==> src/rtl/spi_ram_ctrl.sv <==
// SPI-side RAM controller: decodes 10-bit frames into pointer/write/read
// commands and returns read data to the SPI slave for shifting out.
module spi_ram_ctrl #(
    parameter int MEM_DEPTH   = 256,
    parameter int ADDR_SIZE   = 8,
    parameter int WR_AUTO_INC = 0,
    parameter int RD_AUTO_INC = 0
) (
    input  logic       clk,
    input  logic       rst_n,
    input  logic [9:0] din,
    input  logic       rx_valid,
    output logic [7:0] dout,
    output logic       tx_valid,
    output logic       busy
);

    typedef enum logic [1:0] {
        IDLE     = 2'd0,
        RD_ISSUE = 2'd1,
        TX_HOLD  = 2'd2
    } state_t;

    localparam logic [1:0] CMD_WADDR = 2'b00;
    localparam logic [1:0] CMD_WDATA = 2'b01;
    localparam logic [1:0] CMD_RADDR = 2'b10;
    localparam logic [1:0] CMD_RDATA = 2'b11;

    state_t               state;
    state_t               state_nx;
    logic                 rx_valid_q;
    logic                 accept;
    logic                 exec;
    logic [1:0]           cmd;
    logic [ADDR_SIZE-1:0] arg;
    logic [ADDR_SIZE-1:0] wr_ptr;
    logic [ADDR_SIZE-1:0] rd_ptr;
    logic [ADDR_SIZE-1:0] rd_addr;
    logic [7:0]           mem [MEM_DEPTH];

    assign cmd    = din[9:8];
    assign arg    = din[ADDR_SIZE-1:0];
    assign accept = rx_valid & ~rx_valid_q;
    // A frame arriving during the read slot is dropped, not deferred.
    assign exec   = accept & (state != RD_ISSUE);

    // State register.
    always_ff @(posedge clk or negedge rst_n) begin
        if (!rst_n) state <= IDLE;
        else        state <= state_nx;
    end

    // Next-state decode and busy flag.
    always_comb begin
        state_nx = state;
        busy     = 1'b0;
        case (state)
            IDLE: begin
                if (exec && cmd == CMD_RDATA)
                    state_nx = RD_ISSUE;
            end
            RD_ISSUE: begin
                busy     = 1'b1;
                state_nx = TX_HOLD;
            end
            TX_HOLD: begin
                if (exec)
                    state_nx = (cmd == CMD_RDATA) ? RD_ISSUE : IDLE;
            end
            default: state_nx = IDLE;
        endcase
    end

    // Edge detect, pointers, read address capture and tx handshake.
    always_ff @(posedge clk or negedge rst_n) begin
        if (!rst_n) begin
            rx_valid_q <= 1'b0;
            wr_ptr     <= '0;
            rd_ptr     <= '0;
            rd_addr    <= '0;
            dout       <= '0;
            tx_valid   <= 1'b0;
        end else begin
            rx_valid_q <= rx_valid;
            if (exec) begin
                case (cmd)
                    CMD_WADDR: wr_ptr <= arg;
                    CMD_WDATA: begin
                        if (WR_AUTO_INC != 0)
                            wr_ptr <= wr_ptr + 1'b1;
                    end
                    CMD_RADDR: rd_ptr <= arg;
                    default: begin
                        rd_addr <= rd_ptr;
                        if (RD_AUTO_INC != 0)
                            rd_ptr <= rd_ptr + 1'b1;
                    end
                endcase
            end
            if (state == RD_ISSUE) begin
                dout     <= mem[rd_addr];
                tx_valid <= 1'b1;
            end else if (state == TX_HOLD && exec) begin
                tx_valid <= 1'b0;
            end
        end
    end

    // Storage array; deliberately unreset so contents survive rst_n.
    always_ff @(posedge clk) begin
        if (exec && cmd == CMD_WDATA)
            mem[wr_ptr] <= din[7:0];
    end

endmodule

==> config.mk <==
export PLATFORM = sky130hd
export DESIGN_NAME = spi_ram_ctrl
export DESIGN_NICKNAME = d
export VERILOG_FILES = /design/src/rtl/spi_ram_ctrl.sv
export SDC_FILE = /design/constraint.sdc
export NUM_CORES = 2
export LEC_CHECK = 0
export ABC_AREA = 1
export BUFFER_PORTS_ARGS = -buffer_cell sky130_fd_sc_hd__buf_2
export CAP_MARGIN = 20
export CORE_ASPECT_RATIO = 1.4
export CORE_UTILIZATION = 40
export CTS_CLUSTER_SIZE = 10
export DETAILED_ROUTE_END_ITERATION = 10
export PLACE_DENSITY = 0.58
export SLEW_MARGIN = 15
export SYNTH_ARGS = -nofsm -noshare
export SYNTH_HDL_FRONTEND = slang
export SYNTH_SLANG_ARGS = --single-unit
==> constraint.sdc <==
create_clock -name clk -period 3.7 [get_ports clk]
set_clock_uncertainty 0.2 [all_clocks]
set_input_delay 0.185 -clock clk [delete_from_list [all_inputs] [get_ports clk]]
set_output_delay 0.185 -clock clk [all_outputs]
set_load 0.05 [all_outputs]
==> metrics <==
Setup violations, final=0; Min-Delay Startpoint=din[1]; critical path endpoint category=flop; total grt overflow=0; max-slew violation count=0; cell internal pwr=40.8 mW; CTS tree=done; crit-path leading delay family=simple AND/OR/NAND/NOR gates; FMAX=272 MHz; crit path max fanout=210; pre-CTS WS=-0.0247 ns; post-synthesis register bit count=2084; post-synthesis cell count=7073; Via density=5.51; Worst Hold Margin=0.186 ns; share of layout cells above drive strength 1=8.39%; root buffer cell=clkbuf_16; DRC=0; WL/cell=24.2 um; top_reg_cell synth=edfxtp_1; vias post-DR=55300; RSZ-0062 raised after global routing=false; status=finished clean; Setup crit start=rd_addr[0]; drt pass-1 iters=5; Die H=546 um; Tcrit/Tclk final=99.3%; row count=199; Reg clk slew, reported paths=0.06 ns; GRT Overall Usage=22.5%; PortBufs=22; CP startpoint kind=flop; most frequent cells in the layout=nand2_1, edfxtp_1, nand3_1; sequential cell area fraction in the yosys report=73.8%; most common cell after layout, fill and taps aside=nand2_1; fin crit period=3.67 ns; Slowest cell on crit path=dfrtp_4; initial antenna violation count=11; number of cells on the worst reg-to-reg path=12; R2R setup slack=0.03 ns; Worst Hold Class=in -> reg; Net Count, Synth=7086; Yosys cell types=22; routability cong.=0.902; VDD IR max=0.000395 V; Clock Latency Late Sink=0.87 ns; final setup margin=0.0260 ns; Fin. Hold Viols=0; die width=390 um; Worst R2R Start=rd_addr[0]; Arr. time, crit path=4.27 ns; number of fill cells in the layout=18800; largest net degree at the start of global routing=211; Most common cell on crit path=nand3_1; Yosys warning count=0; clk buf depth=4; WHS Path Cells=2; Hold EP=mem[67][1]; dpl hpwl=143000 um; number of CTS-inserted buffers=235; Mapped Area=84500 um^2; ys async rst share=1.73%; Post-synth EDFFs=2048; Leak Pwr=33.0 nW; final net count=7180; Total Power=58.7 mW; switching fraction of total power=30.5%; DRT antenna net count=0; Die ar.=213000 um^2; 1st-iter DRT viols=5734; clock power share=34.3%; sw power=17.9 mW; Crit Reg-Reg Endpoint=dout[5]; Slew @ Worst Pin=1.24 ns; Gate power share=20.9%; critical path type=reg -> reg; CP required=4.30 ns; Seq pwr share=44.8%; Max H-tree Level=4; area grow syn2layout=12.7%; crit path cell chain=buf_4 -> buf_12 -> nand2_1 -> nand3_1 -> nand3_1 -> nand3_1 -> nand3_1 -> nand3_1 -> nand3_1 -> nand3_1 -> nand3_1 -> nand2_1; Core Box Area=210000 um^2; post-CTS sizing=0; I/O pins=23; Post-Syn Area per Cell=11.9 um^2; Max-Slew Margin vs Limit=17.4%; Worst Path Buf+Inv=2; PD cells=616 nW/um^2; first-pass GRT wire length=358000 um; CTS sink cnt=2084; via count of the first global-routing pass=53500; Post-Route WL=243000 um; CP max stage delay=0.53 ns; Starting Density=40.3%; Max-cap violations=0
-- logic make-up (layout without fill, tap and decap cells) --
| group | count (synthesis) | in the layout | synth area share, % |
|---|---|---|---|
| compound gates | 26 | 26 | 0.155 |
| other cells | 0 | 3 | 0 |
| simple gates | 4445 | 4445 | 22.9 |
| flops | 2084 | 2084 | 73.8 |
| buf+inv | 518 | 672 | 3.12 |
-- area by class of cell --
class                   count  area (um^2)  share of cell area, %
diodes                      3         7.51                0.00789
clock buffers             288         6080                   6.39
clock inverters             9          146                  0.154
inverters                  32          173                  0.181
multi-input cells        4471        19500                   20.5
flip-flops and latches   2084        62400                   65.6
well taps                2814         3520                   3.70
repair buffers            342         3370                   3.54
repair inverters            1         16.3                 0.0171
-- Yosys cell counts (2+ instances only) --
cell	count	area, um^2
a21oi_1	8	40.0
buf_1	29	109
buf_2	269	1350
buf_4	81	608
buf_6	6	67.6
clkbuf_1	101	379
clkinv_1	3	11.3
dfrtp_1	36	901
edfxtp_1	2048	61500
inv_1	25	93.8
inv_2	2	7.51
nand2_1	2104	7900
nand2_2	16	100
nand3_1	2041	10200
nor2_1	278	1040
nor3_4	4	65.1
o21ai_0	17	85.1
-- how the worst max path moves through the flow --
stage,to,cells past startpoint
2_1_floorplan,mem[102][0],10
3_3_place_gp,dout[4],14
3_5_place_dp,dout[4],14
4_1_cts,dout[4],14
5_1_grt,dout[5],12
6_report,dout[5],12
-- timing repair --
item | CTS | global route
endpoints found under the hold margin | 1510 | 0
buffers inserted | 4 | 0
setup endpoints to repair | 1 | 0
hold buffers | 17 | 0
-- layer usage --
layer  vias up  routed length [um]  global-route usage, %
met5         -                  23                      0
li1      25200                   -                      -
met1     27400               96200                   29.1
met4         4                9180                   8.30
met3       464               15700                   2.63
met2      2224              122000                   38.5
-- through the flow --
| stage | utilization, % | area, um^2 | setup TNS (ns) | std cells |
|---|---|---|---|---|
| 2_1_floorplan | - | 84500 | 0 | 7073 |
| 3_3_place_gp | 42.3 | 88700 | -0.0409 | 9721 |
| 3_5_place_dp | 42.3 | 88700 | -0.0247 | 9722 |
| 4_1_cts | 45.4 | 95200 | 0 | 10000 |
| 5_1_grt | 45.4 | 95200 | 0 | 10000 |
| 6_report | 45.4 | 95200 | 0 | 10000 |
-- power groups by stage --
stage	Clock [mW]	Combinational [mW]	Sequential, mW
after global placement	0	12.0	26.8
after detailed placement	0	12.1	26.8
after floorplan	0	7.41	26.8
final	20.1	12.2	26.3
after global routing	21.2	13.2	26.3
after CTS	20.4	12.2	26.3
-- sequential cells by signal, summed over array words and instances (netlist names) --
| name | flops |
|---|---|
| dout | 8 |
| mem | 2048 |
| rd_addr | 8 |
| rd_ptr | 8 |
| rx_valid_q | 1 |
| state | 2 |
| tx_valid | 1 |
| wr_ptr | 8 |
Note: power is estimated with default switching activity, not from simulation.
